$ cat src/rtl/hwpe_stream_package.sv
// Shared HWPE stream helpers: lane slicing offsets and lane FIFO pointer sizing.
// Latency: none (constants and pure functions only).
// Backpressure: not applicable.
package hwpe_stream_package;

    localparam int unsigned BYTE_WIDTH = 8;

    // Bit offset of lane `lane` inside a wide bus made of `width`-bit lanes (lane 0 on LSBs).
    function automatic int unsigned lane_lsb(input int unsigned lane, input int unsigned width);
        return lane * width;
    endfunction

    // Lane FIFO pointer width: $clog2(depth), never narrower than one bit.
    function automatic int unsigned lane_ptr_width(input int unsigned depth);
        return (depth > 1) ? $clog2(depth) : 1;
    endfunction

endpackage

$ cat src/rtl/hwpe_stream_split_lane_fifo.sv
// Per-lane FIFO for the decoupled stream splitter; DEPTH entries of data + strobe.
// Latency: a word pushed at edge N is visible on pop at cycle N+1.
// Backpressure: can_push_o = ~full | pop_rdy, so a full lane accepts a push while it pops.
// Ports: clk_i/rst_ni (sync, active-low)/clear_i; push_vld_i/push_dat_i/push_strb_i
//        (already qualified by the parent handshake); full_o, can_push_o;
//        pop_vld_o/pop_rdy_i/pop_dat_o/pop_strb_o.
// HWPE_STREAM_SPLIT_DECOUPLED_ASSERT_EN compiles in the occupancy bound check.
module hwpe_stream_split_lane_fifo
    import hwpe_stream_package::*;
#(
    parameter int unsigned DATA_WIDTH = 8,
    parameter int unsigned DEPTH      = 2
) (
    input  logic                             clk_i,
    input  logic                             rst_ni,
    input  logic                             clear_i,
    input  logic                             push_vld_i,
    input  logic [DATA_WIDTH-1:0]            push_dat_i,
    input  logic [DATA_WIDTH/BYTE_WIDTH-1:0] push_strb_i,
    output logic                             full_o,
    output logic                             can_push_o,
    output logic                             pop_vld_o,
    input  logic                             pop_rdy_i,
    output logic [DATA_WIDTH-1:0]            pop_dat_o,
    output logic [DATA_WIDTH/BYTE_WIDTH-1:0] pop_strb_o
);

    localparam int unsigned STRB_WIDTH = DATA_WIDTH / BYTE_WIDTH;
    localparam int unsigned PTR_WIDTH  = lane_ptr_width(DEPTH);
    localparam int unsigned CNT_WIDTH  = $clog2(DEPTH + 1);

    typedef logic [PTR_WIDTH-1:0] ptr_t;
    typedef logic [CNT_WIDTH-1:0] cnt_t;

    logic [DATA_WIDTH-1:0] dat_q  [DEPTH];
    logic [STRB_WIDTH-1:0] strb_q [DEPTH];
    ptr_t                  rd_ptr_q;
    ptr_t                  wr_ptr_q;
    cnt_t                  cnt_q;
    logic                  pop_hs;

    function automatic ptr_t next_ptr(input ptr_t p);
        return (p == ptr_t'(DEPTH - 1)) ? '0 : p + ptr_t'(1);
    endfunction

    assign pop_vld_o  = (cnt_q != '0);
    assign pop_dat_o  = dat_q[rd_ptr_q];
    assign pop_strb_o = strb_q[rd_ptr_q];
    assign pop_hs     = pop_vld_o & pop_rdy_i;
    assign full_o     = (cnt_q == cnt_t'(DEPTH));
    // A full lane is always valid, so pop_rdy alone means it frees a slot this cycle.
    assign can_push_o = ~full_o | pop_rdy_i;

    always_ff @(posedge clk_i) begin
        if (!rst_ni) begin
            rd_ptr_q <= '0;
            wr_ptr_q <= '0;
            cnt_q    <= '0;
            // Storage is zeroed so the head reads back as 0 after reset.
            for (int unsigned i = 0; i < DEPTH; i++) begin
                dat_q[i]  <= '0;
                strb_q[i] <= '0;
            end
        end else if (clear_i) begin
            rd_ptr_q <= '0;
            wr_ptr_q <= '0;
            cnt_q    <= '0;
        end else begin
            if (push_vld_i) begin
                dat_q[wr_ptr_q]  <= push_dat_i;
                strb_q[wr_ptr_q] <= push_strb_i;
                wr_ptr_q         <= next_ptr(wr_ptr_q);
            end
            if (pop_hs) begin
                rd_ptr_q <= next_ptr(rd_ptr_q);
            end
            if (push_vld_i && !pop_hs) begin
                cnt_q <= cnt_q + cnt_t'(1);
            end else if (!push_vld_i && pop_hs) begin
                cnt_q <= cnt_q - cnt_t'(1);
            end
        end
    end

`ifdef HWPE_STREAM_SPLIT_DECOUPLED_ASSERT_EN
    a_cnt_bound: assert property (@(posedge clk_i) disable iff (!rst_ni)
        cnt_q <= cnt_t'(DEPTH))
        else $error("lane occupancy exceeds DEPTH");
`endif

endmodule

$ cat src/rtl/hwpe_stream_split_decoupled.sv
// Splits one wide stream into NB_OUT_STREAMS narrow streams (lane 0 on LSBs), one FIFO per lane.
// Latency: push at edge N is visible on every lane at cycle N+1; no comb path push -> pop.
// Backpressure: push_rdy_o = rst_ni & ~clear_i & all lanes (not full | popping); all-or-nothing accept.
// Ports: clk_i, rst_ni (sync, active-low), clear_i; push_vld_i/push_rdy_o/push_dat_i/push_strb_i
//        (wide sink); pop_vld_o/pop_rdy_i/pop_dat_o/pop_strb_o (per-lane sources, packed lane 0 LSB).
// HWPE_STREAM_SPLIT_DECOUPLED_ASSERT_EN compiles in protocol and parameter checks.
module hwpe_stream_split_decoupled
    import hwpe_stream_package::*;
#(
    parameter int unsigned NB_OUT_STREAMS = 2,
    parameter int unsigned DATA_WIDTH_OUT = 8,
    parameter int unsigned LANE_DEPTH     = 2
) (
    input  logic                                              clk_i,
    input  logic                                              rst_ni,
    input  logic                                              clear_i,
    input  logic                                              push_vld_i,
    output logic                                              push_rdy_o,
    input  logic [DATA_WIDTH_OUT*NB_OUT_STREAMS-1:0]          push_dat_i,
    input  logic [DATA_WIDTH_OUT*NB_OUT_STREAMS/BYTE_WIDTH-1:0] push_strb_i,
    output logic [NB_OUT_STREAMS-1:0]                         pop_vld_o,
    input  logic [NB_OUT_STREAMS-1:0]                         pop_rdy_i,
    output logic [DATA_WIDTH_OUT*NB_OUT_STREAMS-1:0]          pop_dat_o,
    output logic [DATA_WIDTH_OUT*NB_OUT_STREAMS/BYTE_WIDTH-1:0] pop_strb_o
);

    localparam int unsigned STRB_WIDTH_OUT = DATA_WIDTH_OUT / BYTE_WIDTH;

    logic [NB_OUT_STREAMS-1:0] lane_full;
    logic [NB_OUT_STREAMS-1:0] lane_can_push;
    logic                      push_hs;
    logic                      unused_lane_full;

    assign push_rdy_o       = rst_ni & ~clear_i & (&lane_can_push);
    assign push_hs          = push_vld_i & push_rdy_o;
    assign unused_lane_full = &lane_full;

    for (genvar i = 0; i < NB_OUT_STREAMS; i++) begin : g_lane
        localparam int unsigned DLSB = lane_lsb(i, DATA_WIDTH_OUT);
        localparam int unsigned SLSB = lane_lsb(i, STRB_WIDTH_OUT);

        hwpe_stream_split_lane_fifo #(
            .DATA_WIDTH (DATA_WIDTH_OUT),
            .DEPTH      (LANE_DEPTH)
        ) u_lane_fifo (
            .clk_i       (clk_i),
            .rst_ni      (rst_ni),
            .clear_i     (clear_i),
            .push_vld_i  (push_hs),
            .push_dat_i  (push_dat_i[DLSB +: DATA_WIDTH_OUT]),
            .push_strb_i (push_strb_i[SLSB +: STRB_WIDTH_OUT]),
            .full_o      (lane_full[i]),
            .can_push_o  (lane_can_push[i]),
            .pop_vld_o   (pop_vld_o[i]),
            .pop_rdy_i   (pop_rdy_i[i]),
            .pop_dat_o   (pop_dat_o[DLSB +: DATA_WIDTH_OUT]),
            .pop_strb_o  (pop_strb_o[SLSB +: STRB_WIDTH_OUT])
        );

`ifdef HWPE_STREAM_SPLIT_DECOUPLED_ASSERT_EN
        // A clear may legitimately drop a pending lane word.
        a_pop_stable: assert property (@(posedge clk_i) disable iff (!rst_ni)
            (pop_vld_o[i] && !pop_rdy_i[i] && !clear_i) |=>
            (pop_vld_o[i] && $stable(pop_dat_o[DLSB +: DATA_WIDTH_OUT])
                          && $stable(pop_strb_o[SLSB +: STRB_WIDTH_OUT])))
            else $error("pop lane %0d changed while stalled", i);

        a_full_blocks: assert property (@(posedge clk_i) disable iff (!rst_ni)
            (lane_full[i] && !pop_rdy_i[i]) |-> !push_rdy_o)
            else $error("push accepted into full lane %0d", i);
`endif
    end

`ifdef HWPE_STREAM_SPLIT_DECOUPLED_ASSERT_EN
    if (NB_OUT_STREAMS < 2 || (DATA_WIDTH_OUT % 8) != 0 || DATA_WIDTH_OUT == 0 || LANE_DEPTH < 1)
    begin : g_param_err
        $error("illegal hwpe_stream_split_decoupled parameters");
    end

    a_push_stable: assert property (@(posedge clk_i) disable iff (!rst_ni)
        (push_vld_i && !push_rdy_o) |=>
        (push_vld_i && $stable(push_dat_i) && $stable(push_strb_i)))
        else $error("push stream changed while stalled");
`endif

endmodule
$ cat config.mk
export PLATFORM = sky130hd
export DESIGN_NAME = hwpe_stream_split_decoupled
export DESIGN_NICKNAME = d
export VERILOG_FILES = /design/src/rtl/hwpe_stream_package.sv /design/src/rtl/hwpe_stream_split_lane_fifo.sv /design/src/rtl/hwpe_stream_split_decoupled.sv
export SDC_FILE = /design/constraint.sdc
export NUM_CORES = 1
export LEC_CHECK = 0
export CAP_MARGIN = 20
export CORE_MARGIN = 4
export CORE_UTILIZATION = 40
export DETAILED_ROUTE_END_ITERATION = 16
export HOLD_SLACK_MARGIN = 0.06
export MAX_ROUTING_LAYER = met4
export PLACE_DENSITY = 0.66
export SYNTH_ARGS = -nofsm -noshare
export SYNTH_HDL_FRONTEND = slang
export SYNTH_SLANG_ARGS = --single-unit
$ cat constraint.sdc
create_clock -name clk_i -period 3.2 [get_ports clk_i]
set_input_delay 0.96 -clock clk_i [delete_from_list [all_inputs] [get_ports clk_i]]
set_output_delay 0.96 -clock clk_i [all_outputs]
set_load 0.01 [all_outputs]
== Yosys cells after proc, flatten, opt, wreduce, memory -nomap -nowiden ==
Memories as Yosys holds them, arrays and structs flattened. A register that Yosys moved wholly into a read port is not among the register bits.
Cells that the tools add are included.
Storage, ports and cells
  output and inout port bits: 21
  memories: 4
  input bits: 24
  RAM bits: 36
  bits in registers: 8
  logic and storage cells: 81
Memory list
  g_lane[0].u_lane_fifo.dat_q: depth 2, bits a word 8, read ports 1, clocked after memory_dff 1, wr ports 2, line hwpe_stream_split_lane_fifo.sv:35  | logic [DATA_WIDTH-1:0] dat_q [DEPTH];
  g_lane[1].u_lane_fifo.dat_q: depth 2, bits a word 8, read ports 1, clocked after memory_dff 1, wr ports 2, line hwpe_stream_split_lane_fifo.sv:35
  g_lane[0].u_lane_fifo.strb_q: depth 2, bits a word 1, read ports 1, clocked after memory_dff 1, wr ports 2, line hwpe_stream_split_lane_fifo.sv:36  | logic [STRB_WIDTH-1:0] strb_q [DEPTH];
  g_lane[1].u_lane_fifo.strb_q: depth 2, bits a word 1, read ports 1, clocked after memory_dff 1, wr ports 2, line hwpe_stream_split_lane_fifo.sv:36
Cells by class
  multiplexer cells: 33
  add/subtract/negate cells: 8
  equal/unequal tests: 2
  reductions and logical operators: 17
  bitwise logic cells: 11
Operator list (number)
  two-way mux 1 bit: 27
  two-way mux 8 bit: 2
  OR reduction 8 bit: 2
  two-way mux 2 bit: 4
  nonzero test 2 bit: 4
  bitwise AND 1 bit: 5
  adder 1 bit (second input constant): 4
  adder 2 x 1 -> 2 bit (second input constant): 2
  == test 2 bit (second input constant): 2
  logical AND 1 bit: 4
  inverter 1 bit: 4
  subtractor 2 x 1 -> 2 bit (second input constant): 2
  zero test 1 bit: 3
  bitwise OR 1 bit: 2
  AND reduction 2 bit: 1
  OR reduction 1 bit: 2
  OR reduction 2 bit: 1

== Logic depth before layout (Yosys ltp) ==
  word-level depth: 12
  gate-level depth with buffers: 8
  depth with buffers taken out: 7

== By module ==
From an unflattened synthesis, not the netlist that was laid out.
Second synthesis, totals
  cell total of the unflattened synthesis: 176
  area, all modules: 2033.2 µm²
By module, submodules not included
  hwpe_stream_split_lane_fifo: seq. area each 620.6 µm², times used 2, area an instance 1008.5 µm², cells each 87
  hwpe_stream_split_decoupled: seq. area each 0.0 µm², times used 1, area an instance 16.3 µm², cells each 2

== Least setup slack after synthesis ==
No wires, ideal clock.
  kind: in2reg
  from: input port clear_i
  to: memory g_lane[0].u_lane_fifo.dat_q[0][0], enable pin
  setup slack: 0.350 ns
  library setup time: 0.384 ns
  path buffers: 1
  stages on the path: 4
  data required time: 2.816 ns
  arrival: 2.466 ns
  cell sequence: nand2b_2 > or4_1 > buf_6 > o21ai_0
RTL lines
  start, declared: line hwpe_stream_split_decoupled.sv:16  | input logic clear_i,
  end, declared: line hwpe_stream_split_lane_fifo.sv:35

== Final worst setup path ==
  from: input port pop_rdy_i[1]
  to: output port push_rdy_o
Between the ends
  cells in the longest elaborated chain, start to end: 3
Ends and longest elaborated chain
  start, declared: line hwpe_stream_split_decoupled.sv:22  | input logic [NB_OUT_STREAMS-1:0] pop_rdy_i,
  bitwise OR 1 bit: line hwpe_stream_split_lane_fifo.sv:52  | assign can_push_o = ~full_o | pop_rdy_i;
  AND reduction 2 bit: line hwpe_stream_split_decoupled.sv:34  | assign push_rdy_o = rst_ni & ~clear_i & (&lane_can_push);
  bitwise AND 1 bit: line hwpe_stream_split_decoupled.sv:34
  end, declared: line hwpe_stream_split_decoupled.sv:18  | output logic push_rdy_o,
Every way passes these cells.

==> impl_metrics.ini <==
[grt]
antenna_found_initial = 0
grt.total_usage = 0.1338
grt_first_pass_wirelength_um = 6417
grt_overflow = 0
grt_pass1_vias = 1398
grt_start_max_net_pins = 15

[power_and_ir_drop]
p_sw_frac = 0.2187
power_leakage_nw = 1.036
combPwrFrac = 0.125
power_density_mw_per_mm2 = 427.2
peakVddDrop_mv = 0.2815
switching_power_mw = 0.2513
power_frac_seq = 0.584
p_int_mw = 0.8974
clkPwrFrac = 0.291

[final_layout]
drive_gt1_frac = 0.1869
n_antenna_cell = 0
nets = 239
syn_to_final_growth_pct = 29.85
layout_common_cells = clkdlybuf4s50_1, and2_1, edfxtp_1
fill_cells = 420
finish.instance_area_mm2 = 0.002689
final_cell_count_no_fill = 281
layout_commonest_cell = clkdlybuf4s50_1

[worst_setup_path]
cp-start-kind = input port
required_ns = 2.24
crit_arrival_ns = 2.01
cp_max_fo = 2
path_class = input port to primary output
end_kind = primary output

[yosys]
async_flop_share = 0
yosys-top-cells-area = edfxtp_1, dfxtp_1, mux2_2
yosysSeqAreaShare = 0.5994
synth_edf_count = 32
synth_top_cell_area_share = 0.4640
synth_fp_nets = 189
synthCells = 163
synth.distinct_cells = 24
avgSynthCellArea_um2 = 12.70
yosysWarnings = 0
syn_area_mm2 = 0.002071
synth_top_cell_by_area = edfxtp_1
dominantRegCellSynth = edfxtp_1
ys_ff_latch = 46

[clock_network]
cts-htree-levels = 2
tritoncts = yes
cts_root_buf = clkbuf_8
cts_buffer_depth = 2
cts_made_buffers = 5
cts_sinks = 46
clock_latency_ns = 0.29
clk_pin_slew_ns = 0.08
postCtsSetupRepairBufs = 0

[detailed_routing]
wl_per_cell_um = 13.74
via_per_inst = 4.612
drtIter0Drc = 60
totalWireLength_um = 3861
drc = 0
postRouteAntennaNets = 0
first_pass_iters = 4
dr_total_vias = 1296

[place]
place_area_mm2 = 0.002603
dpl.hpwl_um = 2911
placedCellCount = 273
numPortBuffers = 44
gp_congestion = 0.6971

[job]
maxCapViolations = 0

[run_status]
status = finished, final reports clean

[timing]
setup_viol = 0
max_freq_ghz = 0.3362
hold_slack_ns = 0.4780
slew_headroom = 0.7252
drv_slew = 0
rsz0062_at_grt = no
hold_viol_final = 0
tightestPinTransition_ns = 0.4117
post-route-min-period_ns = 2.975
fin_crit_sh = 0.9296
clock_skew_ns = 0.005570

[floorplan]
die_h_um = 79.95
start_util = 0.4244
die_w_um = 79.95
ios = 45
placement_rows = 25
core-area_mm2 = 0.004880
die_area_mm2 = 0.006392

[hold_path]
hold_class = register to register
sequential cells by signal, indices dropped and copies added (netlist names), named ones only:
signal                       cells
g_lane.u_lane_fifo.cnt_q         4
g_lane.u_lane_fifo.dat_q        32
g_lane.u_lane_fifo.strb_q        4
g_lane.u_lane_fifo.wr_ptr_q      2
g_lane.u_lane_fifo.rd_ptr_q      2
routing by layer:
| metal | global-route usage | routed length [um] | share of wire |
|---|---|---|---|
| met1 | 0.1541 | 1596 | 0.41 |
| met2 | 0.2268 | 2033 | 0.53 |
| met3 | 0.03612 | 172 | 0.045 |
| met4 | 0.04223 | 59 | 0.015 |
| met5 | - | 0 | 0 |
Yosys cell counts, types with 4 or more instances:
| master | instances |
|---|---|
| xor2_1 | 8 |
| nor2_1 | 8 |
| and2_1 | 32 |
| dfxtp_1 | 14 |
| inv_1 | 4 |
| buf_4 | 4 |
| mux2_2 | 18 |
| clkbuf_1 | 5 |
| nand2_1 | 10 |
| o21ai_0 | 6 |
| edfxtp_1 | 32 |
repair_timing:
| action | 4_1_cts | 5_1_grt |
|---|---|---|
| hold buffers | 0 | 0 |
| setup endpoints to repair | 1 | 0 |
| endpoints found under the hold margin | 0 | 0 |
| gates resized for setup | 2 | 0 |
critical path: stages:
cell and delay [ns]:
clkdlybuf4s50_1 0.42, nor3b_1 0.27, nor3_1 0.08, dlygate4sd2_1 0.29
worst paths after layout:
kind | cells past startpoint | from | end | slack (ns)
max reg2reg | 7 | g_lane[0].u_lane_fifo.cnt_q[1] | g_lane[0].u_lane_fifo.cnt_q[1] | 1.11
max | 4 | pop_rdy_i[1] | push_rdy_o | 0.23
min reg2reg | 2 | g_lane[1].u_lane_fifo.strb_q[1] | g_lane[1].u_lane_fifo.strb_q[1] | 0.48
min | 2 | g_lane[1].u_lane_fifo.strb_q[1] | g_lane[1].u_lane_fifo.strb_q[1] | 0.48
power groups by stage:
stage,Sequential (mW),Clock (mW),Combinational (mW)
floorplan,0.680,0,0.0690
global placement,0.683,0,0.141
detailed placement,0.685,0,0.145
CTS,0.671,0.345,0.146
global route,0.674,0.370,0.157
finish,0.671,0.335,0.143
kinds of logic (layout without fill, tap and decap cells):
group,after synthesis,count (layout),share of synthesized area
adders and majority gates,2,2,0.01208
AOI/OAI and AO/OA,8,8,0.01934
xor gates and xnor gates,8,8,0.03384
buffers and inverters,14,65,0.03625
muxes,20,20,0.1076
and+or+nand+nor,65,65,0.1915
DFF,46,46,0.5994
per-stage QoR:
step / total power, mW / setup WS (ns) / util / TNS, ns
after detailed placement: 0.8302 / -0.06585 / 0.5333 / -0.08194
after global routing: 1.201 / 0.1746 / 0.5510 / 0
after CTS: 1.162 / 0.2151 / 0.5510 / 0
after floorplan: 0.7495 / 0.3502 / - / 0
after global placement: 0.8241 / -0.02365 / 0.5333 / -0.02365
final: 1.149 / 0.2253 / 0.5510 / 0
final cells by class:
class | instances | area [um^2] | area share
Sequential cell | 46 | 1241 | 0.4616
Multi-Input combinational cell | 103 | 759.5 | 0.2825
Timing Repair Buffer | 53 | 506.7 | 0.1885
Tap cell | 67 | 83.83 | 0.03118
Clock buffer | 6 | 72.57 | 0.02699
Inverter | 4 | 15.01 | 0.005584
Clock inverter | 2 | 10.01 | 0.003723
Note: power is estimated with default switching activity, not from simulation.
